### src/rtl/red_pitaya_enable_sequencer.sv
// Sequences per-channel enables one bit at a time, with a settle window after each change.
// Disables are served highest index first, and always before any pending enable.
module red_pitaya_enable_sequencer #(
    parameter int N      = 4,
    parameter int SETTLE = 8
) (
    input  logic         clk_i,
    input  logic         rst_i,
    input  logic [N-1:0] req_en_i,
    input  logic         kill_i,
    output logic [N-1:0] en_o,
    output logic [N-1:0] up_o,
    output logic         busy_o,
    output logic         chg_o,
    output logic [2:0]   chg_idx_o,
    output logic         state_o
);

    typedef enum logic {
        ST_IDLE   = 1'b0,
        ST_SETTLE = 1'b1
    } state_t;

    state_t       state, state_n;
    logic [7:0]   cnt, cnt_n;
    logic [N-1:0] tgt, dis, ena;
    logic [N-1:0] en_n, up_n;
    logic         chg_n;
    logic [2:0]   idx_n, dis_idx, ena_idx;

    // chg_idx_o doubles as the index of the channel currently settling.
    always_comb begin
        tgt     = kill_i ? '0 : req_en_i;
        dis     = en_o & ~tgt;
        ena     = tgt & ~en_o;
        busy_o  = (state == ST_SETTLE) || (tgt != en_o);
        dis_idx = '0;
        ena_idx = '0;
        for (int i = 0; i < N; i++) begin
            if (dis[i]) dis_idx = 3'(i);
        end
        for (int i = N - 1; i >= 0; i--) begin
            if (ena[i]) ena_idx = 3'(i);
        end

        state_n = state;
        cnt_n   = cnt;
        en_n    = en_o;
        chg_n   = 1'b0;
        idx_n   = chg_idx_o;
        case (state)
            ST_IDLE: begin
                if (|dis) begin
                    for (int i = 0; i < N; i++) begin
                        if (int'(dis_idx) == i) en_n[i] = 1'b0;
                    end
                    idx_n   = dis_idx;
                    chg_n   = 1'b1;
                    cnt_n   = 8'(SETTLE - 1);
                    state_n = ST_SETTLE;
                end else if (|ena) begin
                    for (int i = 0; i < N; i++) begin
                        if (int'(ena_idx) == i) en_n[i] = 1'b1;
                    end
                    idx_n   = ena_idx;
                    chg_n   = 1'b1;
                    cnt_n   = 8'(SETTLE - 1);
                    state_n = ST_SETTLE;
                end
            end
            ST_SETTLE: begin
                if (cnt == 8'd0) state_n = ST_IDLE;
                else             cnt_n   = cnt - 8'd1;
            end
            default: state_n = ST_IDLE;
        endcase

        // up_o is computed from next-state values so it lines up with en_o.
        up_n = en_n;
        for (int i = 0; i < N; i++) begin
            if ((state_n == ST_SETTLE) && (int'(idx_n) == i)) up_n[i] = 1'b0;
        end
    end

    always_ff @(posedge clk_i) begin
        if (rst_i) begin
            state     <= ST_IDLE;
            cnt       <= 8'd0;
            en_o      <= '0;
            up_o      <= '0;
            chg_o     <= 1'b0;
            chg_idx_o <= 3'd0;
        end else begin
            state     <= state_n;
            cnt       <= cnt_n;
            en_o      <= en_n;
            up_o      <= up_n;
            chg_o     <= chg_n;
            chg_idx_o <= idx_n;
        end
    end

    assign state_o = state;

endmodule

### config.mk
export PLATFORM = sky130hd
export DESIGN_NAME = red_pitaya_enable_sequencer
export DESIGN_NICKNAME = d
export VERILOG_FILES = /design/src/rtl/red_pitaya_enable_sequencer.sv
export SDC_FILE = /design/constraint.sdc
export NUM_CORES = 1
export LEC_CHECK = 0
export ABC_CLOCK_PERIOD_IN_PS = 3800
export BUFFER_PORTS_ARGS = -buffer_cell sky130_fd_sc_hd__buf_4
export CAP_MARGIN = 20
export CORE_MARGIN = 8
export CORE_UTILIZATION = 50
export CTS_CLUSTER_SIZE = 28
export DETAILED_ROUTE_END_ITERATION = 7
export GPL_ROUTABILITY_DRIVEN = 0
export HOLD_SLACK_MARGIN = 0.05
export PLACE_DENSITY = 0.72
export SETUP_SLACK_MARGIN = 0.2
export SYNTH_ARGS = -nofsm -noshare
export SYNTH_HDL_FRONTEND = slang
export SYNTH_SLANG_ARGS = --single-unit
### constraint.sdc
create_clock -name clk_i -period 3.8 [get_ports clk_i]
set_input_delay 0.76 -clock clk_i [delete_from_list [all_inputs] [get_ports clk_i]]
set_output_delay 0.76 -clock clk_i [all_outputs]
set_load 0.02 [all_outputs]
==> results of run 1 <==
## kinds of logic (layout without fill, tap and decap cells)
group	Yosys count	in the layout	synth area share, %
AND/OR/NAND/NOR	54	54	26.8
AO/OA/AOI/OAI	34	34	20.8
flip-flops	21	21	34.9
buffers and inverters	20	40	6.33
adder cells (fa/ha/maj)	10	10	10.4
multiplexers	1	1	0.831
## layer usage
layer | vias up | global-route usage, %
li1 | 552 | -
met1 | 516 | 17.5
met2 | 29 | 24.0
met5 | - | 0
met4 | 0 | 5.18
met3 | 4 | 4.41
## worst paths after layout
| path | startpoint | to | slack, ps | cells past startpoint |
|---|---|---|---|---|
| min reg2reg | chg_idx_o[2] | chg_idx_o[2] | 480 | 2 |
| max reg2reg | en_o[2] | cnt[5] | 1640 | 6 |
| min | chg_idx_o[2] | chg_idx_o[2] | 480 | 2 |
| max | kill_i | busy_o | 1360 | 7 |
## final cells by class
class	count	area, um^2	share of cell area [%]
clock buffers	3	22.5	1.60
clock inverters	1	5.00	0.356
inverters	15	56.3	4.01
multi-input cells	99	708	50.4
flip-flops and latches	21	420	29.9
well taps	28	35.0	2.49
repair buffers	21	158	11.2
## Yosys cell counts, types with 2 or more instances
master     n  area share [%]
or3_1      2             1.0
o21a_1     4             2.5
a21oi_1    6             2.5
nand2b_1   9             4.7
ha_1      10              10
and3_1     2             1.0
nor2_1    11             3.4
a211oi_1   2             1.2
nor4_2     2             2.1
o31ai_1    5             3.1
nand3_1    3             1.2
or4_4      2             1.9
nor3_1     6             2.5
o21ai_0    2            0.83
inv_1     15             4.7
nand2_1    4             1.2
a31oi_1    5             2.6
clkbuf_1   4             1.2
or4_1      4             2.5
nor4_1     2             1.0
o31a_1     2             1.5
nor2b_1    2             1.0
dfxtp_1   21              35
## worst register-to-register path: stages, from the launching register on
cell and delay (ps):
dfxtp_1 440, inv_1 80, ha_1 270, or4_4 590, o21ai_4 200, or3b_1 370, mux2i_1 150
## per-stage QoR
stage                     setup WS (ps)  util (%)
after detailed placement           1060      61.1
final                              1360      62.3
after floorplan                    1370         -
after global placement             1140      61.1
after global routing               1260      62.3
after CTS                          1360      62.3
## power by group through the flow
stage	combinational [mW]	clock, mW	sequential [mW]
after detailed placement	0.358	0	0.315
after CTS	0.360	0.112	0.310
after global placement	0.352	0	0.312
after global routing	0.403	0.122	0.319
final	0.359	0.111	0.311
after floorplan	0.245	0	0.324
## registers in the layout (all words and copies together), names as in the netlist
name and flops:
chg_o 1, chg_idx_o 3, en_o 4, state_o 1
up_o 4, cnt 8
==> flow_summary.ini, run 1 <==
[status]
outcome = finished clean

[worst_setup_path]
path_cells = buf_4 > nand2b_1 > inv_1 > ha_1 > nor2b_1 > nand4_1 > buf_4
cpPeakStageDelay_ps = 210
arrival_ps = 1680
cp-end-kind = primary output
cp-start-kind = primary input
cp.required_ps = 3040
critPathTopFamily = simple AND/OR/NAND/NOR gates
path_class = primary input to primary output
path_common_cell = buf_4
critPathSlowestCell = ha_1
crit_fanout = 4
worst-path-buf-inv = 3

[yosys]
ys_warn_count = 0
syn_nets = 157
yosysUniqueCellTypes = 38
synth_seq_area_share_pct = 34.9
postSynthCellCount = 140
ys_ff_latch = 21
syn_area_per_cell_um2 = 8.61
netlist_area_mm2 = 0.00120
synthArstFlopShare_pct = 0
yosys_most_used_dff = dfxtp_1
synth_edf_count = 0

[timing]
fin_tns_setup_ps = 0
max_freq_ghz = 0.411
period_share_pct = 64.1
slew-limit-headroom_pct = 59.3
final-setup-viol-count = 0
worst_pin_slew_ps = 610
hold_violations = 0
hold_ws_ps = 476
skew_ps = 2.66
slew_violations = 0
rsz0062_at_grt = no
fin_crit_ps = 2440

[run]
max-cap-violations = 0

[power]
p_leak_nw = 0.617
p_int_mw = 0.457
p_per_area_mw_per_mm2 = 556
seqPwrFrac_pct = 39.8
finalPower_mw = 0.781
p_sw_mw = 0.325
pwr-share-comb_pct = 46.0
ir_drop_uv = 423
netSwitchingFraction_pct = 41.6
clkPwrFrac_pct = 14.2

[finish]
mostFrequentLayoutCells = dfxtp_1 (21), buf_4 (21), inv_1 (15)
layout-drive-gt1-share_pct = 19.4
fin_cells = 188
fill_cells = 209
nets = 178
synthToLayoutAreaGrowth_pct = 16.6
num_antenna_cells = 0
design_area_mm2 = 0.00141

[die]
dieArea_mm2 = 0.00424
die_h_um = 65.1
dieWidth_um = 65.1
start_util_pct = 53.4
rows = 17
coreArea_mm2 = 0.00225
io_pins = 21

[min_path]
hold_path.class = register to register

[global_route]
grt_pass1_vias = 1120
gr-total-overflow = 0
grt_usage_pct = 14.6
grt_max_degree = 19
grt_pass1_wl_um = 5050
antenna_found_initial = 0

[cts]
cts_buffer_depth = 2
cts.sinks = 21
clk_pin_slew_ps = 120
cts_tree = yes
post_cts_buffers = 0
clk_latency_ps = 310
htreeDepth = 1
cts_resized = 0
numCtsBuffers = 3
root_buffer = clkbuf_4
hold_buffers = 0

[route]
wl_per_cell_um = 15.2
post-route-drc-count = 0
drt_iter0_drc = 51
num_vias = 1101
wirelength_um = 2860
top_layer_used = met4
ant_nets = 0
wl_met1_um = 1310
dr_wl_met3_um = 169
wl_met2_um = 1350
avgViaCountPerCell = 5.86
firstDrtPassIters = 4

[place]
hpwl_um = 2190
dp.cells = 184
io_buffer_count = 20
dpl-instance-area_mm2 = 0.00138
Power figures use the tool's default switching activity.
==> run 2: changes to the inputs <==
--- a/config.mk
+++ b/config.mk
@@ -5,7 +5,8 @@
 export SDC_FILE = /design/constraint.sdc
 export NUM_CORES = 1
 export LEC_CHECK = 0
-export ABC_CLOCK_PERIOD_IN_PS = 3800
+export ABC_AREA = 1
+export ABC_CLOCK_PERIOD_IN_PS = 2400
 export BUFFER_PORTS_ARGS = -buffer_cell sky130_fd_sc_hd__buf_4
 export CAP_MARGIN = 20
 export CORE_MARGIN = 8
@@ -14,7 +15,7 @@
 export DETAILED_ROUTE_END_ITERATION = 7
 export GPL_ROUTABILITY_DRIVEN = 0
 export HOLD_SLACK_MARGIN = 0.05
-export PLACE_DENSITY = 0.72
+export PLACE_DENSITY = 0.71
 export SETUP_SLACK_MARGIN = 0.2
 export SYNTH_ARGS = -nofsm -noshare
 export SYNTH_HDL_FRONTEND = slang
==> constraint.sdc (replaced) <==
create_clock -name clk_i -period 2.4 [get_ports clk_i]
set_input_delay 0.48 -clock clk_i [delete_from_list [all_inputs] [get_ports clk_i]]
set_output_delay 0.48 -clock clk_i [all_outputs]
set_load 0.02 [all_outputs]
==> run 2 against run 1 <==
Synthesized cell count increased by 43%. Sequential share of layout area decreased by 3.6 points. Global-route usage increased by 0.064 points.
==> flow_summary.ini, run 2 <==
[status]
outcome = finished clean

[route]
drt_iter0_drc = 86
avgViaCountPerCell = 5.04
firstDrtPassIters = 4
num_vias = 1275
wl_per_cell_um = 12.3
wirelength_um = 3110
post-route-drc-count = 0
ant_nets = 0

[global_route]
antenna_found_initial = 0
grt_use_met3_pct = 2.91
gr-total-overflow = 0
grt_max_degree = 13
grt_pass1_wl_um = 5420
gr-usage-met1_pct = 14.7
grt_usage_pct = 14.6
grt_busiest_layer = met2
grt_pass1_vias = 1301
grt_use_met2_pct = 28.1

[worst_setup_path]
arrival_ps = 1440
worstReg2RegEnd = cnt[3]
cp.required_ps = 1920
crit_fanout = 4
cp-end-kind = primary output
r2r_start = en_o[1]
cp-start-kind = register
path_class = register to primary output
rr_worst_depth = 12
r2r_slack_ps = 660

[finish]
layout-drive-gt1-share_pct = 22.1
final_common_cell = nand2_1
fill_cells = 261
design_area_mm2 = 0.00160
reg_top3 = cnt (8), en_o (4), up_o (4)
fin_cells = 253
mostFrequentLayoutCells = nand2_1 (45), nor2_1 (33), inv_1 (32)
largest_reg_flops = 8
top_register = cnt
synthToLayoutAreaGrowth_pct = 14.4
num_antenna_cells = 0
utilization_pct = 59.0
nets = 240

[timing]
finalWorstSetupSlack_ps = 476
fin_crit_ps = 1920
fin_tns_setup_ps = 0
slew_violations = 0
worst_pin_slew_ps = 350
final-setup-viol-count = 0
period_share_pct = 80.2
hold_ws_ps = 413
skew_ps = 5.86
hold_violations = 0
rsz0062_at_grt = no
slew-limit-headroom_pct = 76.6
max_freq_ghz = 0.520

[yosys]
yosysMostFrequentCell = nand2_1
syn_area_per_cell_um2 = 6.99
yosysTopAreaCell = dfxtp_1
synth_seq_area_share_pct = 30.1
yosysUniqueCellTypes = 27
synth_edf_count = 0
syn_nets = 217
synth_top_family_by_area = simple AND/OR/NAND/NOR gates
postSynthCellCount = 200
synthArstFlopShare_pct = 0
ys_ff_latch = 21
synth.top_cell.area_share_pct = 30.1
yosys_most_used_dff = dfxtp_1
synthTopCellsByCount = nand2_1 (45), nor2_1 (33), inv_1 (32), dfxtp_1 (21), nand3_1 (14)
synthSimpleGateAreaFrac_pct = 42.9
synthXorXnorAreaFrac_pct = 0.626
netlist_area_mm2 = 0.00140
synth_adder_area_share_pct = 8.94
synth_compound_area_share_pct = 6.71
synth.area.top_cells = dfxtp_1 (30%), nand2_1 (12%), ha_1 (8.9%), nor2_1 (8.9%), inv_1 (8.6%)
ys_warn_count = 0
synth.area.mux_share_pct = 0

[cts]
cts_tree = yes
clk_latency_ps = 300
root_buffer = clkbuf_4
htreeDepth = 1
numCtsBuffers = 3
cts.sinks = 21
cts_resized = 0
post_cts_buffers = 0
cts_buffer_depth = 2
clk_pin_slew_ps = 120
hold_buffers = 0

[place]
dpl-instance-area_mm2 = 0.00157
preCtsSetupSlack_ps = 327
dp.cells = 249
io_buffer_count = 20
hpwl_um = 2530

[run]
max-cap-violations = 0

[die]
die_h_um = 68.9
dieWidth_um = 68.9
rows = 19
io_pins = 21
dieArea_mm2 = 0.00475
coreArea_mm2 = 0.00271
start_util_pct = 51.6

[min_path]
hold_depth = 2
hold_path.class = primary input to register
holdPathEnd = cnt[5]
min_from = rst_i

[power]
finalPower_mw = 2.10
p_per_area_mw_per_mm2 = 1310
p_leak_nw = 0.814
ir_drop_uv = 752
-- run 2: cell types whose count changed after synthesis, sizes merged, moves of 4 or more --
cell    change
a31oi       -4
inv        +19
nand2      +50
nand2b      -9
nand3      +14
nor2       +29
nor3        -5
nor4        -4
o21a        -4
o31ai       -4
or4         -6
-- run 2: cell families (layout without fill, tap and decap cells) --
logic type	after synthesis	after routing
xor gates and xnor gates	1	1
buffers and inverters	36	58
adders and majority gates	10	10
and+or+nand+nor	117	117
AOI/OAI and AO/OA	15	15
DFF	21	21
-- run 2: how the worst max path moves through the flow --
stage          slack (ps)     from  cells after the start     end
5_1_grt               380  en_o[0]                      6  busy_o
3_5_place_dp          330   kill_i                     12  cnt[7]
2_1_floorplan         630   kill_i                     12  cnt[7]
6_report              480  en_o[0]                      6  busy_o
3_3_place_gp          360   kill_i                     12  cnt[7]
4_1_cts               460  en_o[0]                      6  busy_o
-- run 2: layout make-up --
class                           count  area, um^2  area share [%]
Clock buffer                        3        22.5            1.41
Multi-Input combinational cell    143         828            51.8
Clock inverter                      1        5.00           0.313
Inverter                           34         135            8.44
Sequential cell                    21         420            26.3
Timing Repair Buffer               20         150            9.38
Tap cell                           31        38.8            2.42
-- run 2: power by group --
group / leakage, nW / total (mW) / switching, mW / internal (mW)
Sequential: 0.172 / 0.559 / 0.100 / 0.459
Clock: 0.0177 / 0.169 / 0.107 / 0.0620
Combinational: 0.624 / 1.37 / 0.881 / 0.488
Total: 0.814 / 2.10 / 1.09 / 1.01
-- run 2: metal layers --
metal | share of wire, % | vias up
met5 | 0 | -
met4 | 1.9 | 0
met3 | 4.3 | 6
met2 | 54 | 28
met1 | 39 | 575
li1 | - | 666
-- run 2: worst max-delay path, stage by stage, from the launching register on --
cell	delay, ps
dfxtp_1	440
inv_1	70
ha_1	280
nand2_1	40
nor2_1	80
nand3_1	80
buf_4	160
